`src/rtl/sync_fifo.sv`:
```
// rtl/sync_fifo.sv - single-clock FIFO with occupancy flags, sticky errors and optional first-word fall-through
module sync_fifo #(
    parameter int DATA_WIDTH    = 8,
    parameter int ADDR_WIDTH    = 3,
    parameter int AFULL_THRESH  = (1 << ADDR_WIDTH) - 2,
    parameter int AEMPTY_THRESH = 1,
    parameter int FWFT          = 0
) (
    input  logic                  i_clk,
    input  logic                  i_rst,
    input  logic                  i_wr_en,
    input  logic [DATA_WIDTH-1:0] i_wdata,
    input  logic                  i_rd_en,
    input  logic                  i_clr_err,
    output logic [DATA_WIDTH-1:0] o_rdata,
    output logic                  o_rvalid,
    output logic                  o_wfull,
    output logic                  o_afull,
    output logic                  o_rempty,
    output logic                  o_aempty,
    output logic [ADDR_WIDTH:0]   o_count,
    output logic                  o_overflow,
    output logic                  o_underflow
);

    localparam int DEPTH = 1 << ADDR_WIDTH;
    localparam logic [ADDR_WIDTH:0]   DEPTH_CNT  = (ADDR_WIDTH+1)'(DEPTH);
    localparam logic [ADDR_WIDTH:0]   AFULL_CNT  = (ADDR_WIDTH+1)'(AFULL_THRESH);
    localparam logic [ADDR_WIDTH:0]   AEMPTY_CNT = (ADDR_WIDTH+1)'(AEMPTY_THRESH);
    localparam logic [ADDR_WIDTH-1:0] PTR_ONE    = ADDR_WIDTH'(1);
    localparam logic [ADDR_WIDTH:0]   CNT_ZERO   = '0;

    logic [DATA_WIDTH-1:0] mem [DEPTH];
    logic [ADDR_WIDTH-1:0] wr_ptr;
    logic [ADDR_WIDTH-1:0] rd_ptr;
    logic [ADDR_WIDTH:0]   count;
    logic                  rd_acc;
    logic                  wr_acc;

    // A full FIFO still takes a write when a read frees a slot in the same cycle.
    assign rd_acc = i_rd_en && (count != CNT_ZERO);
    assign wr_acc = i_wr_en && ((count != DEPTH_CNT) || rd_acc);

    assign o_count  = count;
    assign o_wfull  = (count == DEPTH_CNT);
    assign o_rempty = (count == CNT_ZERO);
    assign o_afull  = (count >= AFULL_CNT);
    assign o_aempty = (count <= AEMPTY_CNT);

    always_ff @(posedge i_clk) begin
        if (wr_acc && !i_rst) begin
            mem[wr_ptr] <= i_wdata;
        end
    end

    always_ff @(posedge i_clk) begin
        if (i_rst) begin
            wr_ptr      <= '0;
            rd_ptr      <= '0;
            count       <= '0;
            o_overflow  <= 1'b0;
            o_underflow <= 1'b0;
        end else begin
            if (wr_acc) begin
                wr_ptr <= wr_ptr + PTR_ONE;
            end
            if (rd_acc) begin
                rd_ptr <= rd_ptr + PTR_ONE;
            end
            case ({wr_acc, rd_acc})
                2'b10:   count <= count + 1'b1;
                2'b01:   count <= count - 1'b1;
                default: count <= count;
            endcase
            // A new error event wins over a clear in the same cycle.
            o_overflow  <= (o_overflow && !i_clr_err) || (i_wr_en && !wr_acc);
            o_underflow <= (o_underflow && !i_clr_err) || (i_rd_en && (count == CNT_ZERO));
        end
    end

    generate
        if (FWFT != 0) begin : g_fwft
            assign o_rdata  = mem[rd_ptr];
            assign o_rvalid = !o_rempty;
        end else begin : g_registered
            always_ff @(posedge i_clk) begin
                if (i_rst) begin
                    o_rdata  <= '0;
                    o_rvalid <= 1'b0;
                end else begin
                    o_rvalid <= rd_acc;
                    if (rd_acc) begin
                        o_rdata <= mem[rd_ptr];
                    end
                end
            end
        end
    endgenerate

endmodule
```
`config.mk`:
```
export PLATFORM = sky130hd
export DESIGN_NAME = sync_fifo
export DESIGN_NICKNAME = d
export VERILOG_FILES = /design/src/rtl/sync_fifo.sv
export SDC_FILE = /design/constraint.sdc
export NUM_CORES = 1
export LEC_CHECK = 0
export BUFFER_PORTS_ARGS = -buffer_cell sky130_fd_sc_hd__buf_2
export CAP_MARGIN = 10
export CORE_AREA = 10 10 93 95
export DETAILED_ROUTE_END_ITERATION = 8
export DIE_AREA = 0 0 103 105
export GPL_TIMING_DRIVEN = 0
export PLACE_DENSITY = 0.74
export SYNTH_ARGS = -nofsm -noshare
export SYNTH_HDL_FRONTEND = slang
export SYNTH_SLANG_ARGS = --single-unit
```
`constraint.sdc`:
```
create_clock -name i_clk -period 2 [get_ports i_clk]
set_input_delay 0.1 -clock i_clk [delete_from_list [all_inputs] [get_ports i_clk]]
set_output_delay 0.1 -clock i_clk [all_outputs]
set_load 0.02 [all_outputs]
```
After elaboration in Yosys (flattened, before gate mapping) --
Memory sizes are Yosys's and may differ from the RTL's. A register that Yosys moved wholly into a read port is not among the register bits. Cells that the tools add are included.
Storage, ports and cells: memories 1, bits in registers 13, output and inout bits 19, memory bits (writable) 64
Cells by class: order comparisons 2, add/subtract/negate cells 4, mux-type cells 3, eq/ne operators 4, reduce and logical (&&, ||, !) cells 16
Memories:
- mem | words 8, bits a word 8, read ports 1, clocked after Yosys merged registers in 1, wr ports 1, line 33 | logic [DATA_WIDTH-1:0] mem [DEPTH];
Operators by type and width (count):
- 4-bit case mux with 2 select lines | 1
- 1-bit logical AND | 7
- 3-bit by 1-bit adder with 3-bit output, second input constant | 2
- 4-bit by 1-bit adder with 4-bit output, second input constant | 1
- 4-bit == test, second input constant | 1
- 4-bit by 3-bit >= comparator with 1-bit output, second input constant | 1
- 4-bit by 1-bit <= comparator with 1-bit output, second input constant | 1
- 4-bit zero test | 1
- 4-bit inequality test, second input constant | 1
- 4-bit nonzero test | 1
- 4-bit by 1-bit subtractor with 4-bit output, second input constant | 1
- 1-bit zero test | 3
- 1-bit logical OR | 3
- 2-bit by 1-bit == test with 1-bit output, second input constant | 1
- 2-bit == test, second input constant | 1
- 1-bit two-way mux | 2
- 2-bit nonzero test | 1

Depth between registers and ports, before layout --
word-level depth 7, depth in mapped cells 7, gate-level depth less buffers 7

Worst setup path before layout --
No wires, ideal clock.
path kind reg2reg, from register count[1], in the netlist o_count[1], to memory mem[0][0] (enable), library setup time 0.383 ns, setup slack -0.207 ns, stages on the path, launching flop included 6, arrival time 1.824 ns, required time 1.617 ns, clock period less this slack 2.207 ns, path through dfxtp_1 -> inv_1 -> ha_1 -> nand3b_2 -> o21ai_1 -> nor3_1
On the way: longest elaborated chain between the ends 7
Ends and longest elaborated chain:
- from (decl) | line 36 | logic [ADDR_WIDTH:0] count;
- from (signal assigned) | line 71 | 2'b10: count <= count + 1'b1;
- from (signal assigned) | line 72 | 2'b01: count <= count - 1'b1;
- from (signal assigned) | line 73 | default: count <= count;
- 4-bit nonzero test | line 41 | assign rd_acc = i_rd_en && (count != CNT_ZERO);
- 1-bit logical AND | line 41
- 1-bit logical OR (*) | line 42 | assign wr_acc = i_wr_en && ((count != DEPTH_CNT) || rd_acc);
- 1-bit logical AND (*) | line 42
- 1-bit logical AND (*) | line 51 | if (wr_acc && !i_rst) begin
- 1-bit two-way mux (*) | line 51
- 1-bit two-way mux (implied by the code) (*) | line 52 | mem[wr_ptr] <= i_wdata;
- to (decl) | line 33
Every way passes the cells marked *; elsewhere a longest branch is shown, timed or not.

Final worst setup path --
from register count[0], in the netlist o_count[0], to memory mem[7][1] (enable)
Same word-level chain as after synthesis.

==> out/results.tsv <==
metric	value	unit
relSlewSlack	61.5	%
worst_pin_slew	577	ps
crit_fanout	8	
cts_root_buf	clkbuf_8	
setup.worst_path.end	mem[7][1]	
firstDrtPassIters	5	
insertedDiodeCount	0	
cap_violations	0	
crit_type	reg -> reg	
num_rows	30	
finalHoldViolCount	0	
dp_hpwl	4750	µm
drt_iter0_drc	150	
core	6760	µm²
clk_pin_slew	80	ps
crit_arrival	1970	ps
power_density	1190	nW/µm²
crit_required	2070	ps
grt_pass1_vias	2223	
clock.fmax	0.529	GHz
status	finished clean	
nNetsFinal	343	
peakVddDrop	708	µV
numCtsBuffers	9	
synth.avg_cell_area	13.2	µm²
die_area	10800	µm²
cp-start-kind	flip-flop	
leakagePower	0.00146	µW
startpoint	o_count[0]	
drc	0	
place.gp.congestion	0.810	
synth_fp_nets	289	
syn_inst	270	
antenna_found_initial	0	
initial_utilization	52.6	%
reg2reg_depth	7	
async_reset_ff_share	0	%
worst_r2r_endpoint	mem[7][1]	
min-delay-path-class	in -> reg	
rsz0062_at_grt	no	
chipHeight	105	µm
dp_slack	-405	ps
design_area	4270	µm²
syn2layout_area_growth	20.1	%
antenna_left	0	
skew	14.4	ps
yosysSeqAreaShare	65.9	%
wirelength	7640	µm
clk_latency	360	ps
ys.flop_type	edfxtp_1	
finalPower	5090	µW
worstSetupEndpointType	flip-flop	
placed_cell_area	3850	µm²
vias	2342	
syn_area	3550	µm²
maxSlewViolCount	0	
grt_util_all_layers	14.7	%
hold_depth	1	
synth-seq-cells	85	
portBuffers	30	
ys_types	40	
period_minus_slack	1890	ps
cts_tree	yes	
ios	32	
yosysWarnings	0	
yosys-top-cells-area	edfxtp_1, dfxtp_1, mux2i_1, o22ai_1, a21oi_1	
synth_top_area_share	54.1	%
grt_overflow_total	0	
r2r_start	o_count[0]	
r2r_setup_slack	110	ps
clockBufferDepth	2	
drive_above_1_share	24.9	%
finalWorstSetupSlack	108	ps
via_per_inst	5.73	
final_core_util	63.1	%
wl_per_cell	18.7	µm
synth_edf_count	64	
finalSetupViolCount	0	
grt_max_degree	16	
period_share	94.6	%
htree_levels	3	
synth_top_area_cell	edfxtp_1	
clkSinkCount	85	
die_w	103	µm
grt_pass1_wl	12000	µm
==> state kept, by name, indices dropped and copies added (netlist names) <==
signal	cells
mem	64
o_count	4
o_overflow	1
o_rdata	8
o_rvalid	1
o_underflow	1
rd_ptr	3
wr_ptr	3
==> metrics by stage <==
step | setup TNS, ps | instances | hold slack [ps]
after floorplan | -7450 | 270 | 199
after global placement | -30290 | 380 | 368
after detailed placement | -18540 | 384 | 371
after CTS | 0 | 409 | 0.874
after global routing | 0 | 409 | 17.0
final | 0 | 409 | 11.8
==> layer usage <==
| layer | track usage (%) | vias to the layer above | share of wire (%) |
|---|---|---|---|
| met1 | 20.1 | 1128 | 45 |
| met3 | 3.43 | 14 | 6.4 |
| li1 | - | 1121 | - |
| met5 | 0 | - | 0 |
| met4 | 7.26 | 0 | 2.1 |
| met2 | 21.1 | 79 | 46 |
==> logic make-up after synthesis <==
| family | after synthesis | synth area share, % |
|---|---|---|
| fa+ha+maj | 6 | 2.11 |
| buf+inv | 21 | 2.75 |
| flops | 85 | 65.9 |
| simple gates | 66 | 9.65 |
| mux | 33 | 9.30 |
| xor+xnor | 5 | 1.23 |
| compound gates | 54 | 9.05 |
==> worst max-delay path: stages (launching register included) <==
cell	delay (ps)
dfxtp_2	420
inv_1	90
ha_2	240
nand3b_2	150
o21a_2	200
nand2_2	160
nor2_4	170
buf_4	180
==> cell type report <==
cell class	instances	area (µm²)
inverters	5	18.8
multi-input cells	164	1210
well taps	80	100
plain buffers	16	78.8
repair buffers	43	295
fillers	514	2490
flip-flops and latches	85	2350
clock inverters	7	96.3
clock buffers	9	124
==> synthesized netlist by cell type, drive strengths merged, types with 5 or more instances <==
master,n
mux2i,33
ha,6
edfxtp,64
nor2,17
a21oi,15
inv,5
nor3,7
buf,10
nand2,17
o22ai,16
dfxtp,21
nor2b,5
o21ai,14
clkbuf,6
nand2b,5
==> how the worst min path moves through the flow <==
stage / startpoint / endpoint / slack [ps]
after floorplan: i_wdata[0] / mem[0][0] / 200
after global placement: i_wdata[0] / mem[6][0] / 370
after detailed placement: i_wdata[5] / mem[6][5] / 370
after CTS: i_wdata[2] / mem[7][2] / 0.9
after global routing: i_wdata[2] / mem[3][2] / 20
final: i_wdata[2] / mem[7][2] / 10
==> power breakdown <==
group | total (µW) | switching (µW) | internal [µW]
Sequential | 2170 | 121 | 2050
Combinational | 1600 | 986 | 610
Clock | 1320 | 618 | 707
==> cells in the final DEF, fill, tap and decap left out, types with 2 or more instances in the layout <==
| cell | count |
|---|---|
| inv_6 | 2 |
| bufinv_16 | 2 |
| o22ai_1 | 16 |
| clkinvlp_4 | 2 |
| xnor2_1 | 3 |
| nor3_4 | 4 |
| clkbuf_1 | 6 |
| inv_1 | 4 |
| nand3_1 | 4 |
| nor2_1 | 13 |
| o21ai_0 | 11 |
| dfxtp_1 | 19 |
| o211ai_1 | 2 |
| a21oi_1 | 15 |
| buf_4 | 9 |
| nand2b_1 | 4 |
| nor2_4 | 4 |
| or3_1 | 3 |
| ha_1 | 5 |
| o21ai_1 | 2 |
| buf_12 | 3 |
| buf_2 | 36 |
| nand2_1 | 16 |
| nor2b_1 | 5 |
| edfxtp_1 | 64 |
| xor2_1 | 2 |
| nor3_1 | 3 |
| dlygate4sd3_1 | 4 |
| mux2i_1 | 33 |
| clkbuf_8 | 9 |
==> timing repair <==
action,CTS,global route
pin swaps,8,0
setup buffers,5,0
setup endpoints to repair,64,52
cloned,0,0
gates resized for setup,15,4
hold endpoints to repair,24,0
hold buffers,4,0
Power figures use the tool's default switching activity.
